===== src/rtl/acq_sequencer.sv =====
`default_nettype none
// ============================================================================
//  Module      : acq_sequencer
//  Description : Sampling acquisition sequencer. Ticks a programmable divider
//                while running, masks the channel inputs on each tick, packs
//                byte pairs in narrow mode and issues registered FIFO writes.
//                A refused word halts acquisition and sets a sticky overflow.
//  Revision    : 1.0 - initial release
// ============================================================================
module acq_sequencer (
  input  logic        clk,
  input  logic        rst,
  input  logic        acq_enable,
  input  logic [7:0]  clock_divisor,
  input  logic [15:0] channel_select,
  input  logic [15:0] sample_in,
  input  logic        fifo_full,
  output logic        fifo_wr,
  output logic [15:0] fifo_data,
  output logic        running,
  output logic        overflow,
  output logic [15:0] word_count
);

  localparam logic [1:0] ST_IDLE = 2'd0;
  localparam logic [1:0] ST_ARM  = 2'd1;
  localparam logic [1:0] ST_RUN  = 2'd2;
  localparam logic [1:0] ST_HALT = 2'd3;

  logic [1:0]  state_q, state_d;
  logic [7:0]  div_q, div_d;
  logic [15:0] mask_q, mask_d;
  logic [7:0]  divcnt_q, divcnt_d;
  logic        have_q, have_d;
  logic [7:0]  byte_q, byte_d;
  logic        wr_q, wr_d;
  logic [15:0] data_q, data_d;
  logic        ovf_q, ovf_d;
  logic [15:0] wcnt_q, wcnt_d;
  logic        running_w;

  // A tick is only honoured while enabled; a disable wins over a coincident tick.
  logic        tick_w;
  logic [15:0] masked_w;
  logic        wide_w;
  logic        produce_w;
  logic        store_w;
  logic        drop_w;
  logic [15:0] word_w;

  assign tick_w    = (state_q == ST_RUN) && acq_enable && (divcnt_q == 8'd0);
  assign masked_w  = sample_in & mask_q;
  assign wide_w    = |mask_q[15:8];
  assign produce_w = tick_w && (wide_w || have_q);
  assign store_w   = tick_w && !wide_w && !have_q;
  assign drop_w    = produce_w && fifo_full;
  assign word_w    = wide_w ? masked_w : {masked_w[7:0], byte_q};

  // State register.
  always_ff @(posedge clk) begin
    if (rst) state_q <= ST_IDLE;
    else     state_q <= state_d;
  end

  // Next-state logic.
  always_comb begin
    state_d = state_q;
    case (state_q)
      ST_IDLE: if (acq_enable) state_d = ST_ARM;
      ST_ARM:  state_d = ST_RUN;
      ST_RUN: begin
        if (!acq_enable)  state_d = ST_IDLE;
        else if (drop_w)  state_d = ST_HALT;
      end
      ST_HALT: if (!acq_enable) state_d = ST_IDLE;
      default: state_d = ST_IDLE;
    endcase
  end

  // Output decode from the current state.
  always_comb begin
    running_w = (state_q == ST_ARM) || (state_q == ST_RUN);
  end

  // Datapath next values: config latch, divider, byte packing, write staging.
  always_comb begin
    div_d    = div_q;
    mask_d   = mask_q;
    divcnt_d = divcnt_q;
    have_d   = have_q;
    byte_d   = byte_q;
    wr_d     = 1'b0;
    data_d   = data_q;
    ovf_d    = ovf_q;
    wcnt_d   = wcnt_q;
    case (state_q)
      ST_ARM: begin
        div_d    = clock_divisor;
        mask_d   = channel_select;
        divcnt_d = 8'd0;
        have_d   = 1'b0;
        byte_d   = 8'd0;
        ovf_d    = 1'b0;
        wcnt_d   = 16'd0;
      end
      ST_RUN: begin
        if (!acq_enable) begin
          // Leaving RUN: a half-packed byte must not leak into the next run.
          have_d = 1'b0;
          byte_d = 8'd0;
        end else begin
          divcnt_d = (divcnt_q == div_q) ? 8'd0 : divcnt_q + 8'd1;
          if (store_w) begin
            byte_d = masked_w[7:0];
            have_d = 1'b1;
          end
          if (produce_w) begin
            have_d = 1'b0;
            byte_d = 8'd0;
            if (fifo_full) begin
              ovf_d = 1'b1;
            end else begin
              wr_d   = 1'b1;
              data_d = word_w;
              wcnt_d = wcnt_q + 16'd1;
            end
          end
        end
      end
      default: ;
    endcase
  end

  // Datapath registers.
  always_ff @(posedge clk) begin
    if (rst) begin
      div_q    <= 8'd0;
      mask_q   <= 16'd0;
      divcnt_q <= 8'd0;
      have_q   <= 1'b0;
      byte_q   <= 8'd0;
      wr_q     <= 1'b0;
      data_q   <= 16'd0;
      ovf_q    <= 1'b0;
      wcnt_q   <= 16'd0;
    end else begin
      div_q    <= div_d;
      mask_q   <= mask_d;
      divcnt_q <= divcnt_d;
      have_q   <= have_d;
      byte_q   <= byte_d;
      wr_q     <= wr_d;
      data_q   <= data_d;
      ovf_q    <= ovf_d;
      wcnt_q   <= wcnt_d;
    end
  end

  assign fifo_wr    = wr_q;
  assign fifo_data  = data_q;
  assign running    = running_w;
  assign overflow   = ovf_q;
  assign word_count = wcnt_q;

endmodule
`default_nettype wire


===== config.mk =====
export PLATFORM = sky130hd
export DESIGN_NAME = acq_sequencer
export DESIGN_NICKNAME = d
export VERILOG_FILES = /design/src/rtl/acq_sequencer.sv
export SDC_FILE = /design/constraint.sdc
export NUM_CORES = 1
export LEC_CHECK = 0
export BUFFER_PORTS_ARGS = -buffer_cell sky130_fd_sc_hd__buf_2
export CORE_UTILIZATION = 55
export DETAILED_ROUTE_END_ITERATION = 6
export PLACE_DENSITY = 0.92
export REMOVE_ABC_BUFFERS = 1
export SYNTH_ARGS = -nofsm -noshare
export SYNTH_HDL_FRONTEND = slang
export SYNTH_SLANG_ARGS = --single-unit

===== constraint.sdc =====
create_clock -name clk -period 3.2 [get_ports clk]
set_input_delay 0.16 -clock clk [delete_from_list [all_inputs] [get_ports clk]]
set_output_delay 0.16 -clock clk [all_outputs]
set_load 0.005 [all_outputs]

==> run_results.csv <==
group,metric,value,unit
place,portBuffers,78,
critical_path,cpPeakStageDelay,0.47,ns
timing,finalWorstSetupSlack,0.754,ns
route,finalWirelength,8210,um
power_and_ir_drop,power.density,516,nW/um2
yosys,synth_common_cells,"dfxtp_1 (77), nor2_1 (53), a21oi_1 (31)",
layout,final_layout_size_suffix_gt1_share,25.7,%
clocking,cts_setup_buffers,0,
yosys,yosysMostFrequentCell,"dfxtp_1",
critical_path,arrival,2.70,ns
die,initial_core_util,58.1,%
die,fp.dieW,82.0,um
clocking,cts_tree,"built",
route,drt_pre_antenna_iters,4,
die,ios,79,
outcome,status,"finished clean",
die,core_region_area,6060,um2
global_route,overflow,0,
yosys,syn_inst,384,
place,placed_cell_area,3940,um2
clocking,cts.clk_slew.worst_paths,0.08,ns
clocking,clockBufferDepth,2,
route,drt_iter0_drc,211,
critical_path,rrSetupSlack,0.75,ns
timing,fmax,409,MHz
clocking,ctsHoldBuffers,0,
global_route,met1_usage,31.6,%
place,gp_congestion,0.828,
timing,rsz0062_at_grt,"no",
power_and_ir_drop,ir_drop,0.319,mV
route,dr_total_vias,3194,
critical_path,cp-end-kind,"register",
timing,setup-tns-final,0,ns
clocking,cts_buffers,9,
timing,layout_min_cycle_time,2.45,ns
critical_path,critPathRequiredTime,3.45,ns
die,die_h,82.0,um
yosys,syn-cell-area,3520,um2
critical_path,critPathSlowestCell,"or4b_4",
layout,area_delta_synth_final,17.2,%
route,vias_per_cell,5.94,
critical_path,cp_max_fo,35,
yosys,synth_top_area_share,43.8,%
place,dp_hpwl,5710,um
timing,hold_violations,0,
die,die_area,6720,um2
yosys,synthFlopType,"dfxtp_1",
timing,fin_crit_sh,76.4,%
yosys,synth-edff-count,0,
power_and_ir_drop,p_leak,1.68,nW
yosys,ys_ff_latch,77,
global_route,antenna_found_initial,0,
yosys,yosysSeqAreaShare,43.8,%
clocking,root_buffer,"clkbuf_8",
yosys,yosysWarnings,0,
timing,finClkSkew,0.0103,ns
timing,max_slew_margin,45.1,%
global_route,track_usage,26.6,%
global_route,grt.met3_usage,6.00,%
route,drc,0,
layout,final_area,4130,um2
yosys,synthArstFlopShare,0,%
yosys,synth_cell_types,45,
route,antenna_left,0,
global_route,grt-busiest-layer,"met2",
critical_path,crit_type,"register to register",
global_route,grt_max_degree,38,
timing,slew_violations,0,
clocking,cts_resized,0,
layout,finalNetCount,510,
clocking,cts_htree_levels,3,
route,routedWlPerCell,15.3,um
global_route,use_met2,44.0,%
clocking,clk-insertion-delay-late,0.36,ns
clocking,clock-sinks,77,
yosys,synthTopCellsByArea,"dfxtp_1 (44%), mux2i_1 (7.4%), nor2_1 (5.7%)",
die,fp-row-count,28,
min_path,hold_class,"input port to register",
yosys,synth_top_cell_by_area,"dfxtp_1",
job,cap_violations,0,
critical_path,path_cells,"inv_1, ha_1, or4b_4, or2_4, nor4b_4, buf_4, a21oi_1, a31o_2",
layout,n_antenna_cell,0,
global_route,grt_pass1_vias,3110,
global_route,grt_pass1_wl,13600,um
timing,worstMarginPinSlew,0.819,ns
critical_path,crit_path_start_kind,"register",
timing,final-setup-viol-count,0,
yosys,syn_avg_cell_area,9.17,um2
place,pre_cts_ws,0.801,ns
## placed cells by master, fill, tap and decap left out, types with 8 or more instances in the layout
master    instances
nand2_1          22
buf_2            78
and3_1           10
a32oi_1          18
ha_1              8
a211oi_2         12
nand3_1          12
a21oi_1          31
or3_1            13
clkbuf_8         11
nor2_1           53
xor2_1           10
mux2i_1          26
dfxtp_1          77
o21ai_0          14
## sequential cells by signal, indices dropped and copies added, names as in the netlist
| name | cells |
|---|---|
| have_q | 1 |
| fifo_data | 16 |
| mask_q | 16 |
| divcnt_q | 8 |
| fifo_wr | 1 |
| state_q | 2 |
| div_q | 8 |
| overflow | 1 |
| word_count | 16 |
| byte_q | 8 |
## stage by stage
step                util, %  hold WS [ns]  cells  power (mW)
finish                 68.1        0.0315    538        2.13
detailed placement     65.0         0.401    522        1.45
global route           68.1        0.0447    538        2.22
floorplan                 -         0.225    366        1.32
global placement       65.0         0.392    522        1.44
CTS                    68.1        0.0307    538        2.13
## worst paths after layout
check | endpoint | depth (start not counted) | from
max | word_count[2] | 8 | divcnt_q[0]
min | mask_q[3] | 3 | channel_select[3]
max reg2reg | word_count[2] | 8 | divcnt_q[0]
min reg2reg | overflow | 2 | overflow
## per-layer routing
metal | routed length (um) | share of wire (%) | vias to the layer above
li1 | - | - | 1567
met4 | 162 | 2.0 | 0
met3 | 495 | 6.0 | 14
met2 | 3970 | 48 | 112
met1 | 3580 | 44 | 1501
met5 | 0 | 0 | -
## where the power goes
part | leakage, nW | switching, mW | internal [mW]
logic | 0.961 | 0.241 | 0.148
clock network | 0.0917 | 0.370 | 0.324
registers | 0.624 | 0.0427 | 1.00
total | 1.68 | 0.653 | 1.48
## layout make-up
class	instances	area (um2)
clock inverters	5	33.8
fillers	479	1940
flip-flops and latches	77	1540
clock buffers	11	151
well taps	75	93.8
multi-input cells	282	1870
inverters	7	26.3
repair buffers	81	413
## worst max-delay path, delay by kind of cell (launching register included)
| family | cells | cell delay [ns] |
|---|---|---|
| AND/OR/NAND/NOR | 3 | 0.97 |
| buffers and inverters | 2 | 0.52 |
| flip-flops | 1 | 0.37 |
| AO/OA/AOI/OAI | 2 | 0.34 |
| adder cells (fa/ha/maj) | 1 | 0.13 |
## cells by family after synthesis
| family | synth area share (%) |
|---|---|
| fa+ha+maj | 2.84 |
| xor+xnor | 2.49 |
| flops | 43.8 |
| buf+inv | 3.20 |
| simple gates | 21.7 |
| compound gates | 18.3 |
| mux | 7.71 |
(Power assumes the default switching activity.)
